File: config.mk
export PLATFORM = sky130hd
export DESIGN_NAME = uart_tx_arbiter
export DESIGN_NICKNAME = d
export VERILOG_FILES = /design/src/rtl/uart_pkg.sv /design/src/rtl/uart_tx_arbiter.sv
export SDC_FILE = /design/constraint.sdc
export NUM_CORES = 1
export LEC_CHECK = 0
export CAP_MARGIN = 20
export CORE_UTILIZATION = 40
export CTS_CLUSTER_DIAMETER = 120
export DETAILED_ROUTE_END_ITERATION = 12
export GPL_ROUTABILITY_DRIVEN = 0
export HOLD_SLACK_MARGIN = 0.08
export PLACE_DENSITY = 0.78
export REMOVE_ABC_BUFFERS = 1
export SETUP_SLACK_MARGIN = 0.4
export SLEW_MARGIN = 20
export SYNTH_ARGS = -nofsm -noshare
export SYNTH_HDL_FRONTEND = slang
export SYNTH_SLANG_ARGS = --single-unit
File: constraint.sdc
create_clock -name i_clk -period 1.8 [get_ports i_clk]
set_input_delay 0.54 -clock i_clk [delete_from_list [all_inputs] [get_ports i_clk]]
set_output_delay 0.54 -clock i_clk [all_outputs]
set_load 0.02 [all_outputs]
File: src/rtl/uart_pkg.sv
// Shared encodings for the UART TX arbiter: FSM states, channel ids and the
// bit-7 stream tag that the RX demux also keys on.
package uart_pkg;

  typedef enum logic [2:0] {
    ST_IDLE  = 3'd0,
    ST_OWN0  = 3'd1,
    ST_OWN1  = 3'd2,
    ST_HOLD0 = 3'd3,
    ST_HOLD1 = 3'd4
  } arb_state_e;

  localparam logic CH_PROT  = 1'b0;
  localparam logic CH_SLAVE = 1'b1;

  localparam int unsigned TAG_BIT = 7;

  function automatic arb_state_e own_st(input logic ch);
    return ch ? ST_OWN1 : ST_OWN0;
  endfunction

  function automatic arb_state_e hold_st(input logic ch);
    return ch ? ST_HOLD1 : ST_HOLD0;
  endfunction

  function automatic logic [1:0] grant_of(input arb_state_e s);
    case (s)
      ST_OWN0, ST_HOLD0: return 2'b01;
      ST_OWN1, ST_HOLD1: return 2'b10;
      default:           return 2'b00;
    endcase
  endfunction

endpackage

File: src/rtl/uart_tx_arbiter.sv
// Round-robin, burst-bounded sharing of one uart_tx between the protocol
// response stream (ch0) and the bus-slave TX FIFO stream (ch1).
module uart_tx_arbiter
  import uart_pkg::*;
#(
  parameter int unsigned MAX_BURST = 4,
  parameter bit          TAG_CH0   = 1'b1
) (
  input  logic       i_clk,
  input  logic       i_reset,
  input  logic [7:0] i_ch0_dat,
  input  logic       i_ch0_valid,
  output logic       o_ch0_ready,
  input  logic [7:0] i_ch1_dat,
  input  logic       i_ch1_valid,
  output logic       o_ch1_ready,
  output logic [7:0] o_tx_dat,
  output logic       o_tx_start,
  input  logic       i_tx_ready,
  output logic [1:0] o_grant
);

  localparam logic [3:0] BURST_MAX = 4'(MAX_BURST);

  arb_state_e state_q, state_d;
  logic       last_q, last_d;
  logic [3:0] burst_q, burst_d;
  logic [1:0] grant_q;

  logic       own_ch;
  logic       own_v;
  logic       oth_v;
  logic       in_own;
  logic       xfer;
  logic       sw;
  logic       sw_ch;
  logic [7:0] ch0_tagged;

  // Tie goes to the channel not served last; a lone requester always wins.
  function automatic logic pick(input logic last, input logic v0, input logic v1);
    if (v0 && v1) return ~last;
    return v1;
  endfunction

  always_comb begin
    own_ch = (state_q == ST_OWN1) || (state_q == ST_HOLD1);
    in_own = (state_q == ST_OWN0) || (state_q == ST_OWN1);
    own_v  = own_ch ? i_ch1_valid : i_ch0_valid;
    oth_v  = own_ch ? i_ch0_valid : i_ch1_valid;
    xfer   = in_own && own_v && i_tx_ready;
  end

  always_comb begin
    ch0_tagged          = i_ch0_dat;
    ch0_tagged[TAG_BIT] = i_ch0_dat[TAG_BIT] | TAG_CH0;
  end

  assign o_ch0_ready = (state_q == ST_OWN0) && i_tx_ready;
  assign o_ch1_ready = (state_q == ST_OWN1) && i_tx_ready;
  assign o_tx_start  = xfer;
  assign o_tx_dat    = (state_q == ST_IDLE) ? 8'h00 :
                       own_ch               ? i_ch1_dat : ch0_tagged;
  assign o_grant     = grant_q;

  always_comb begin
    state_d = state_q;
    last_d  = last_q;
    burst_d = burst_q;
    sw      = 1'b0;
    sw_ch   = last_q;
    unique case (state_q)
      ST_IDLE: begin
        if (i_ch0_valid || i_ch1_valid) begin
          sw    = 1'b1;
          sw_ch = pick(last_q, i_ch0_valid, i_ch1_valid);
        end
      end
      ST_OWN0, ST_OWN1: begin
        if (xfer) begin
          state_d = hold_st(own_ch);
          // Saturate so a lone streamer never wraps back into a fresh burst.
          if (burst_q != BURST_MAX) burst_d = burst_q + 4'd1;
        end else if (!own_v) begin
          if (oth_v) begin
            sw    = 1'b1;
            sw_ch = ~own_ch;
          end else begin
            state_d = ST_IDLE;
          end
        end
      end
      ST_HOLD0, ST_HOLD1: begin
        if ((burst_q == BURST_MAX) && oth_v) begin
          sw    = 1'b1;
          sw_ch = ~own_ch;
        end else if (own_v) begin
          state_d = own_st(own_ch);
        end else if (oth_v) begin
          sw    = 1'b1;
          sw_ch = ~own_ch;
        end else begin
          state_d = ST_IDLE;
        end
      end
      default: state_d = ST_IDLE;
    endcase
    if (sw) begin
      state_d = own_st(sw_ch);
      last_d  = sw_ch;
      burst_d = '0;
    end
  end

  // last resets to ch1 so ch0 wins the first tie out of reset.
  always_ff @(posedge i_clk) begin
    if (i_reset) begin
      state_q <= ST_IDLE;
      last_q  <= CH_SLAVE;
      burst_q <= '0;
      grant_q <= 2'b00;
    end else begin
      state_q <= state_d;
      last_q  <= last_d;
      burst_q <= burst_d;
      grant_q <= grant_of(state_d);
    end
  end

endmodule

Word level (Yosys, flattened, before mapping)
Cells that the tools add are included.

Logic and storage cells: 65. Memory bits (read-only): 0. Output and inout port bits: 13. Memories kept: 0. Register bits after elaboration: 10. Bits in latches: 0. Memory bits (writable): 0. Input port bits: 21.

Bitwise gates (word level): 2. Reduce and logical (&&, ||, !) cells: 16. Multipliers: 0. Div/mod/pow operators: 0. Shift-type cells: 0. Eq/ne operators: 10. Multiplexer cells: 32. $add $sub $neg: 1. Magnitude comparators: 0.

Operator list (count): 3-bit two-way mux (7); 1-bit two-way mux (17); 8-bit two-way mux (2); 3-bit by 2-bit equality test with 1-bit output, second input constant (4); 2-bit OR reduction (5); 3-bit one-hot mux with 3 select lines (1); 3-bit by 1-bit equality test with 1-bit output, second input constant (2); 3-bit equality test, second input constant (2); 1-bit logical AND (6); 1-bit one-hot mux with 3 select lines (2); 4-bit by 1-bit adder with 4-bit output, second input constant (1); 4-bit by 3-bit equality test with 1-bit output, second input constant (1); 2-bit two-way mux (2); 4-bit by 3-bit != test with 1-bit output, second input constant (1); 2-bit one-hot mux with 2 select lines (1); 3-bit logical NOT (1); 1-bit logical OR (3); 3-bit AND reduction (1); 1-bit NOT (2).

Logic depth before layout (Yosys ltp)
Gate-level depths: netlist (run 1).

Word-level depth: 12. Mapped depth: 7. Mapped depth without buffers: 7.

Worst setup path after synthesis (run 1)
OpenSTA, ideal clock, no wires.

Path type: register to output. From: register state_q[1]. To: output o_tx_dat[7]. Buffers on the path: 2. Cell stages (with the launch flop): 5. Data required time: 1.260 ns. Setup slack: -0.018 ns. Data arrival time: 1.278 ns. Cells stage by stage: dfxtp_1 -> buf_4 -> clkbuf_1 -> a21oi_1 -> o21bai_1.

Cells in the longest elaborated chain, start to end: 4. Elaborated cells on any way between the ends: 6. Classes of those cells: eq/ne (2); mux (2); reduce/logical (2).

Ends and longest elaborated chain: start, declared (line uart_tx_arbiter.sv:25) `arb_state_e state_q, state_d;`; start signal, assigned (line uart_tx_arbiter.sv:122) `state_q <= state_d;`; 3-bit by 2-bit equality test with 1-bit output / 3-bit equality test (equally long branches) (line uart_tx_arbiter.sv:46) `own_ch = (state_q == ST_OWN1) || (state_q == ST_HOLD1);`; 1-bit logical OR (line uart_tx_arbiter.sv:46); 8-bit two-way mux (line uart_tx_arbiter.sv:62) `own_ch ? i_ch1_dat : ch0_tagged;`; 8-bit two-way mux (*) (line uart_tx_arbiter.sv:61) `assign o_tx_dat = (state_q == ST_IDLE) ? 8'h00 :`; end, declared (line uart_tx_arbiter.sv:17) `output logic [7:0] o_tx_dat,`.

Every way passes the cells marked *; elsewhere a longest branch is shown, timed or not.

Worst setup path after layout (run 1)
From: register state_q[1]. To: output o_tx_dat[1].

Same word-level chain as after synthesis.

==> metrics.yaml, run 1 <==
flow_run:
  cap_violations: 0
route:
  first_pass_iters: 5
  via_per_inst: 6.324
  drc: 0
  ant_nets: 0
  vias: 1385
  wl_per_cell_um: 20.27
  drt_iter0_drc: 129
  wl_mm: 4.439
global_routing:
  grt_max_degree: 14
  grt_pass1_wl_mm: 6.078
  antenna_found_initial: 0
  grt_pass1_vias: 1278
  grt_overflow: 0
  grt_usage: 0.3027
critical_path:
  cp.depth: 5
  critPathMaxStageDelay_ps: 380
  crit_slowest_cell: "dfxtp_4"
  regToRegSetupSlack_ps: -60
  cp_num_buf_inv: 3
  cpLargestDelayFamily: "compound AO/OA/AOI/OAI gates"
  crit_fanout: 5
  critPathLaunchType: "register"
  cp-startpoint: "state_q[1]$_SDFF_PP0_"
  end_kind: "output pin"
  critPathKind: "register to output pin"
  r2r_start: "burst_q[1]$_SDFFE_PP0P_"
  crit_path_cell_trace: "clkbuf_16 -> a22o_1 -> a222oi_1 -> inv_1 -> buf_6"
  r2r_cells: 10
  critical_path_arrival_ps: 1550
  worstPathRequired_ps: 1260
cells_and_area:
  nets: 215
  syn_to_final_growth_pct: 84.14
  diodes: 0
  final_cell_area_mm2: 0.001859
  drive_above_1_share: 0.4921
floorplanning:
  die_area_mm2: 0.002729
  rows: 17
  core-area_mm2: 0.002297
  start_util: 0.4395
  num_io_pins: 34
  die_h_um: 52.24
  die_w_um: 52.24
synth:
  ys_ff_latch: 10
  syn_inst: 121
  yosysSeqAreaShare: 0.1983
  synth_warnings: 0
  synthArstFlopShare: 0
  synth-main-ff-cell: "dfxtp_1"
  avgSynthCellArea_um2: 8.345
  syn_area_mm2: 0.001010
  synth_edf_count: 0
  ys_types: 44
clock_tree:
  htree_num_levels: 1
  postCtsHoldBufs: 0
  numCtsBuffers: 3
  clockBufferDepth: 2
  clk_latency_ps: 270
  cts_root_buf: "clkbuf_4"
  cts_tree: "yes"
  cts.sinks: 10
  cts.clk_slew.worst_paths_ps: 70
sta:
  tns_ps: -2113
  setup_slack_ps: -289.5
  final-max-slew-violation-count: 0
  setup_viol: 14
  rsz0062_at_grt: "yes"
  clock_skew_ps: 4.742
  fmax_mhz: 478.6
  period_minus_slack_ps: 2089
  period_share: 1.161
  worstMarginPinSlew_ps: 381.0
  finalHoldViolations: 0
  slew_headroom: 0.7457
min_path:
  whs_path_depth: 2
  hold_class: "register to register"
  hp-start: "burst_q[3]$_SDFFE_PP0P_"
place:
  place_hpwl_mm: 2.207
  placed_cell_area_mm2: 0.001493
  dp_slack_ps: -791.1
  place.port_buffers: 32
power:
  ir_worst_vdd_mv: 0.8214
  p_leak_nw: 0.8453
  powerDensity_mw_per_mm2: 1121
  finalPower_mw: 2.084
run_status:
  violations: "setup timing"
  status: "finished with violations"
-- metrics by stage --
stage	std cells	hold WS [ps]	util
floorplan	112	497.9	-
global placement	197	527.5	0.6498
detailed placement	197	548.9	0.6498
CTS	213	581.8	0.7478
global route	219	643.3	0.8094
finish	219	604.9	0.8094
-- what timing repair did --
item / 4_1_cts / 5_1_grt
pin swaps: 25 / 14
setup endpoints to repair: 22 / 21
cloned: 1 / 1
resized for setup: 121 / 24
setup buffers: 11 / 5
-- synthesized netlist by cell type (3+ instances only) --
| cell | n | area [um2] |
|---|---|---|
| nand2_1 | 5 | 18.77 |
| nand4b_1 | 4 | 35.03 |
| a31oi_1 | 3 | 18.77 |
| a222oi_1 | 7 | 70.07 |
| o211ai_1 | 3 | 22.52 |
| nand2b_1 | 9 | 56.30 |
| nor2b_1 | 4 | 25.02 |
| a22o_1 | 7 | 61.31 |
| a21oi_1 | 4 | 20.02 |
| inv_1 | 10 | 37.54 |
| buf_2 | 3 | 15.01 |
| nor2_1 | 6 | 22.52 |
| a211oi_1 | 4 | 30.03 |
| dfxtp_1 | 10 | 200.2 |
-- worst paths after layout --
check | end
max | o_tx_dat[1]
min | burst_q[3]$_SDFFE_PP0P_
max reg2reg | state_q[1]$_SDFF_PP0_
min reg2reg | burst_q[3]$_SDFFE_PP0P_
-- kinds of logic after synthesis --
family | synth area share
XOR/XNOR | 0.03470
adder cells (fa/ha/maj) | 0.02478
AND/OR/NAND/NOR | 0.3061
buffers and inverters | 0.09664
AO/OA/AOI/OAI | 0.3396
flip-flops | 0.1983
-- worst register-to-register path, stage by stage, from the launching register on --
cell      delay, ps
dfxtp_2         320
inv_2            70
ha_4            150
nand4b_1        170
buf_4           190
buf_4           120
buf_4           120
nand3_1         120
o21ai_0         130
a211oi_2        260
nor3_2           80
-- area by class of cell --
cell class / instances / area [um2]
multi-input cells: 92 / 805.8
repair buffers: 75 / 730.7
fillers: 135 / 437.9
flip-flops and latches: 10 / 214.0
inverters: 10 / 37.54
clock buffers: 4 / 36.28
well taps: 28 / 35.03
-- cells in the final DEF, fill, tap and decap left out, types with 4 or more instances in the layout --
| master | count |
|---|---|
| a22o_1 | 7 |
| buf_6 | 16 |
| dlygate4sd2_1 | 7 |
| inv_1 | 8 |
| nor2_2 | 4 |
| clkdlybuf4s15_1 | 10 |
| nand2_1 | 5 |
| nand4b_1 | 4 |
| dfxtp_1 | 5 |
| buf_4 | 34 |
| nand2b_1 | 8 |
| a222oi_1 | 7 |
-- registers in the layout, summed over array words and instances (netlist names) --
name,cells
burst_q,4
o_grant,2
state_q,3
last_q,1
-- where the power goes --
| group | switching (mW) | internal (mW) | total [mW] |
|---|---|---|---|
| Combinational | 0.732 | 0.811 | 1.54 |
| Sequential | 0.0636 | 0.273 | 0.337 |
| Clock | 0.0815 | 0.123 | 0.205 |
-- per-layer routing --
layer | global-route usage | up-vias | wire [um]
met4 | 0.09211 | 0 | 95
met5 | 0 | - | 0
met3 | 0.08116 | 15 | 424
li1 | - | 608 | -
met1 | 0.3708 | 670 | 1680
met2 | 0.5128 | 92 | 2238
Power figures use the tool's default switching activity.
==> run 2: changes to the inputs <==
--- a/config.mk
+++ b/config.mk
@@ -18,3 +18,4 @@
 export SYNTH_ARGS = -nofsm -noshare
 export SYNTH_HDL_FRONTEND = slang
 export SYNTH_SLANG_ARGS = --single-unit
+export TNS_END_PERCENT = 50
==> run 2 against run 1 <==
  * The flow still finishes with violations (setup timing)
  * Final area is 2.5% lower
  * Sequential share of layout area is 0.16 points higher
  * Sequential cell count stayed put
  * Worst setup slack worse by 52 ps
  * Via count is 2.5% lower
  * Combinational power hardly changed
  * Worst hold slack better by 9.4 ps
  * Core utilization is 2.0 points lower
  * Clock skew hardly changed
  * Total power is 0.66% lower
  * Count of clock-buffer cells in the layout stayed put
  * Critical path type unchanged
==> metrics.yaml, run 2 (same netlist as run 1, synthesis figures left out) <==
run_status:
  status: "finished with violations"
  violations: "setup timing"
global_routing:
  antenna_found_initial: 0  # unchanged
  grt_overflow: 0  # unchanged
  grt_pass1_wl_mm: 5.589  # -8.0%
  grt_pass1_vias: 1136  # -11%
  grt_usage: 0.2809  # -0.02179
  grt_max_degree: 14  # unchanged
cells_and_area:
  drive_above_1_share: 0.4521  # -0.04002
  top_register: "burst_q"
  fillers: 147  # +8.9%
  nets: 212  # -1.4%
  diodes: 0  # unchanged
  utilization: 0.7892  # -0.02015
  mostFrequentLayoutCells: "buf_4 (33), buf_6 (13), clkdlybuf4s15_1 (11)"
  syn_to_final_growth_pct: 79.55
  final_common_cell: "buf_4"
  largest_register_ffs: 4  # unchanged
critical_path:
  worstPathRequired_ps: 1260  # about the same
  critPathKind: "register to output pin"
  crit_fanout: 8  # +3
  critical_path_arrival_ps: 1600  # +50 ps
  critPathMaxStageDelay_ps: 380  # about the same
  critPathLaunchType: "register"
  crit_slowest_cell: "a222oi_1"
  path_common_cell: "buf_6"
  end_kind: "output pin"
  crit_path_cell_trace: "nor3b_4 -> buf_6 -> a222oi_1 -> inv_1 -> buf_6"
power:
  ir_worst_vdd_mv: 0.7194  # -12%
  swShare: 0.4118  # -0.008939
  intPower_mw: 1.218  # +0.87%
  clock_power_share: 0.099  # about the same
  switching_power_mw: 0.8527  # -2.8%
  combPwrFrac: 0.739  # about the same
  sequentialPowerShare: 0.162  # about the same
  finalPower_mw: 2.071  # -0.66%
  powerDensity_mw_per_mm2: 1142  # +1.9%
  p_leak_nw: 0.8291  # -1.9%
sta:
  worstMarginPinSlew_ps: 403.7  # +22.76 ps
  fmax_mhz: 466.9  # -2.4%
  period_share: 1.190  # +0.02898
  rsz0062_at_grt: "yes"
  slew_headroom: 0.7308  # -0.01490
  clock_skew_ps: 4.379  # -0.3628 ps
  final-max-slew-violation-count: 0  # unchanged
  setup_viol: 18  # +4
  finalHoldViolations: 0  # unchanged
  setup_slack_ps: -341.6  # -52.16 ps
  period_minus_slack_ps: 2142  # +52.17 ps
min_path:
  hold_class: "register to register"
clock_tree:
  cts_tree: "yes"
  cts.sinks: 10  # unchanged
  clockBufferDepth: 2  # unchanged
  numCtsBuffers: 3  # unchanged
  clk_latency_ps: 270  # about the same
  postCtsHoldBufs: 0  # unchanged
  cts_root_buf: "clkbuf_4"
  cts.clk_slew.worst_paths_ps: 70  # about the same
  htree_num_levels: 1  # unchanged
floorplanning:
  start_util: 0.4395  # unchanged
  die_w_um: 52.24  # unchanged
  rows: 17  # unchanged
  num_io_pins: 34  # unchanged
  core-area_mm2: 0.002297  # unchanged
  die_area_mm2: 0.002729  # unchanged
  die_h_um: 52.24  # unchanged
route:
  first_pass_iters: 5  # unchanged
  ant_nets: 0  # unchanged
  via_per_inst: 6.250  # -1.2%
  wl_mm: 4.084  # -8.0%
  vias: 1350  # -2.5%
  drc: 0  # unchanged
  drt_iter0_drc: 87  # -33%
  wl_per_cell_um: 18.91  # -6.7%
place:
  place.port_buffers: 32  # unchanged
  place_hpwl_mm: 2.207  # unchanged
flow_run:
  cap_violations: 0  # unchanged
run 2: worst max-delay path: cells and delay by family, from the launching register on:
kind	cells	cell delay (ps)
and+or+nand+nor	1	160
AOI/OAI and AO/OA	1	380
DFF	1	370
buffers and inverters	3	410
run 2: power by group through the flow:
| stage | logic, mW | clock network [mW] | registers [mW] |
|---|---|---|---|
| floorplan | 0.567 | 0 | 0.387 |
| detailed placement | 1.14 | 0 | 0.311 |
| CTS | 1.28 | 0.208 | 0.319 |
| global route | 1.60 | 0.217 | 0.341 |
| finish | 1.53 | 0.204 | 0.335 |
| global placement | 1.12 | 0 | 0.309 |
run 2: path summary, 6_finish.rpt:
check                                from                 endpoint  slack (ps)  cells after the start
hold / removal    burst_q[3]$_SDFFE_PP0P_  burst_q[3]$_SDFFE_PP0P_         610                      2
hold reg to reg   burst_q[3]$_SDFFE_PP0P_  burst_q[3]$_SDFFE_PP0P_         610                      2
setup / recovery    state_q[1]$_SDFF_PP0_              o_tx_dat[6]        -340                      5
setup reg to reg    state_q[1]$_SDFF_PP0_      last_q$_SDFFE_PP1P_         -30                      7
run 2: final cells by class:
cell class	instances	area, um2	area share
clock buffer	4	36.28	0.02001
inverter	10	37.54	0.02070
multi-input combinational	92	780.7	0.4306
sequential	10	211.5	0.1166
tap	28	35.03	0.01932
timing repair buffer	72	711.9	0.3927
run 2: metal layers:
layer | up-vias | global-route usage | wire [um]
met1 | 627 | 0.3743 | 1692
met4 | 0 | 0.06579 | 108
li1 | 601 | - | -
met2 | 104 | 0.4594 | 1932
met5 | - | 0 | 0
met3 | 18 | 0.06087 | 350
run 2: repair_timing:
item / CTS / global route
pin swaps: 25 / 16
buffers inserted: 7 / 6
gates resized for setup: 121 / 16
gates cloned: 1 / 1
hold endpoints to repair: 0 / 0
setup endpoints to repair: 22 / 20
run 2: stage by stage:
stage	instance area (um2)	hold slack, ps	setup TNS (ps)	cells	worst slack (ps)
after floorplan	949.7	497.9	-2207	112	-253.9
after global placement	1493	527.5	-13290	197	-740.2
after detailed placement	1493	548.9	-13580	197	-791.1
after CTS	1683	581.8	-1400	209	-216.3
after global routing	1813	648.3	-3001	216	-393.5
final	1813	614.3	-1949	216	-341.6
==> run 3: changes to the inputs <==
==> constraint.sdc (replaced) <==
create_clock -name i_clk -period 1.8 [get_ports i_clk]
set_input_delay 0.54 -clock i_clk [delete_from_list [all_inputs] [get_ports i_clk]]
set_output_delay 0.54 -clock i_clk [all_outputs]
set_load 0.01 [all_outputs]
==> run 3 against run 2 <==
  * Sequential cell count stayed put
  * Sequential share of layout area is 1.2 points higher
  * The flow still finishes with violations (setup timing)
  * Core utilization is 6.6 points lower
  * Critical path depth stayed put
  * Combinational power is 20% lower
  * Non-clock buffer count is 8 lower
==> metrics.yaml, run 3 (same netlist as run 1, synthesis figures left out) <==
run_status:
  status: "finished with violations"
  violations: "setup timing"
floorplanning:
  rows: 17  # unchanged
  start_util: 0.4395  # unchanged
  num_io_pins: 34  # unchanged
  die_h_um: 52.24  # unchanged
  die_area_mm2: 0.002729  # unchanged
  die_w_um: 52.24  # unchanged
  core-area_mm2: 0.002297  # unchanged
cells_and_area:
  largest_register_ffs: 4  # unchanged
  regArea_um2: 214.0  # +1.2%
  diodes: 0  # unchanged
  final_common_cell: "buf_4"
  final_cell_area_mm2: 0.001662  # -8.4%
  top_register: "burst_q"
  syn_to_final_growth_pct: 64.56
  nets: 204  # -3.8%
  mostFrequentLayoutCells: "buf_4 (24), buf_6 (10), dlygate4sd2_1 (9), clkdlybuf4s15_1 (9)"
  fillers: 173  # +18%
  multi_input_area_um2: 789.5  # +1.1%
  drive_above_1_share: 0.4278  # -0.02435
clock_tree:
  cts_root_buf: "clkbuf_4"
  cts.clk_slew.worst_paths_ps: 70  # about the same
  htree_num_levels: 1  # unchanged
  cts.sinks: 10  # unchanged
  postCtsHoldBufs: 0  # unchanged
  clk_latency_ps: 270  # about the same
  numCtsBuffers: 3  # unchanged
  cts_tree: "yes"
  clockBufferDepth: 2  # unchanged
power:
  p_leak_nw: 0.7691  # -7.2%
  sequentialPowerShare: 0.186  # +0.024
  ir_worst_vdd_mv: 0.6328  # -12%
  intPower_mw: 1.033  # -15%
  combPwrFrac: 0.699  # -0.040
  powerDensity_mw_per_mm2: 1052  # -7.9%
  clock_power_share: 0.116  # +0.017
  switching_power_mw: 0.7157  # -16%
  swShare: 0.4093  # -0.002529
  finalPower_mw: 1.748  # -16%
global_routing:
  grt_overflow: 0  # unchanged
  grt_pass1_wl_mm: 5.402  # -3.3%
  grt_pass1_vias: 1150  # +1.2%
  grt_busiest_layer: "met2"
  grt_usage: 0.2676  # -0.01332
  met2_usage: 0.4530  # -0.006410
  globalRouteMet1Util: 0.3445  # -0.02988
  gr-usage-met3: 0.06957  # +0.008696
  grt_max_degree: 15  # +1
  antenna_found_initial: 0  # unchanged
critical_path:
  critPathLaunchType: "register"
  crit_fanout: 8  # unchanged
  end_kind: "output pin"
  critical_path_arrival_ps: 1450  # -150 ps
  crit_slowest_cell: "dfxtp_4"
  critPathMaxStageDelay_ps: 370  # about the same
  worstPathRequired_ps: 1260  # about the same
  crit_path_cell_trace: "nor3b_4 -> buf_6 -> a222oi_1 -> inv_1 -> buf_2"
  critPathKind: "register to output pin"
flow_run:
  cap_violations: 0  # unchanged
route:
  wl_mm: 3.560  # -13%
  drc: 0  # unchanged
  drt_iter0_drc: 79  # -9.2%
  wl_per_cell_um: 17.12  # -9.5%
  vias: 1232  # -8.7%
  via_per_inst: 5.923  # -5.2%
  first_pass_iters: 5  # unchanged
  ant_nets: 0  # unchanged
place:
  placed_cell_area_mm2: 0.001508  # +1.0%
  dp_slack_ps: -751.8  # +39.24 ps
  place.port_buffers: 32  # unchanged
  place_hpwl_mm: 2.344  # +6.2%
sta:
  finalHoldViolations: 0  # unchanged
  worstMarginPinSlew_ps: 372.9  # -30.86 ps
  tns_ps: -1179  # +770.0 ps
  period_share: 1.108  # -0.08185
  fmax_mhz: 501.4  # +7.4%
  setup_slack_ps: -194.3  # +147.3 ps
  clock_skew_ps: 5.790  # +1.410 ps
  period_minus_slack_ps: 1994  # -147.3 ps
  rsz0062_at_grt: "yes"
  slew_headroom: 0.7507  # +0.01981
  setup_viol: 9  # -9
  final-max-slew-violation-count: 0  # unchanged
min_path:
  hold_class: "register to register"
[run 3: cell count changes in the layout (fill, tap and decap cells not counted), moves of 2 or more]
cell / before / now
nand2b_4: 2 / 4
nand2b_1: 9 / 7
buf_8: 3 / 1
dlygate4sd2_1: 6 / 9
buf_2: 0 / 8
clkdlybuf4s15_1: 11 / 9
buf_4: 33 / 24
buf_6: 13 / 10
[run 3: power by group through the flow]
| stage | Sequential, mW | Combinational, mW | Clock [mW] |
|---|---|---|---|
| 2_1_floorplan | 0.375 | 0.508 | 0 |
| 3_3_place_gp | 0.309 | 1.05 | 0 |
| 3_5_place_dp | 0.310 | 1.08 | 0 |
| 4_1_cts | 0.315 | 1.10 | 0.210 |
| 5_1_grt | 0.327 | 1.31 | 0.218 |
| 6_report | 0.324 | 1.22 | 0.202 |
[run 3: critical path, delay by kind of cell (launching register included)]
family,cells,cell delay (ps)
DFF,1,370
AOI/OAI and AO/OA,1,320
buffers and inverters,3,340
and+or+nand+nor,1,160
[run 3: metal layers]
layer | up-vias | wire [um]
met4 | 0 | 85
met5 | - | 0
met2 | 55 | 1803
met1 | 588 | 1427
li1 | 581 | -
met3 | 8 | 243
[run 3: path summary, 6_finish.rpt]
| path | start | endpoint | slack [ps] | cells after the start |
|---|---|---|---|---|
| max | state_q[1]$_SDFF_PP0_ | o_tx_dat[5] | -190 | 5 |
| min | burst_q[3]$_SDFFE_PP0P_ | burst_q[3]$_SDFFE_PP0P_ | 610 | 2 |
| max reg2reg | state_q[1]$_SDFF_PP0_ | burst_q[1]$_SDFFE_PP0P_ | 30 | 10 |
| min reg2reg | burst_q[3]$_SDFFE_PP0P_ | burst_q[3]$_SDFFE_PP0P_ | 610 | 2 |
[run 3: layout make-up]
cell class              count  area share
flip-flops and latches     10      0.1288
well taps                  28     0.02108
clock buffers               4     0.02184
repair buffers             64      0.3306
multi-input cells          92      0.4752
inverters                  10     0.02259
[run 3: timing repair]
action	CTS	global route
buffers inserted	3	1
setup endpoints to repair	22	20
gates resized for setup	99	17
pin swaps	28	24
cloned	1	0
[run 3: per-stage QoR]
step                      cells  utilization  hold WS, ps
after detailed placement    199       0.6563        544.7
after CTS                   207       0.6901        572.6
final                       208       0.7233        608.5
after floorplan             112            -        497.9
after global routing        208       0.7233        624.9
after global placement      199       0.6563        529.8
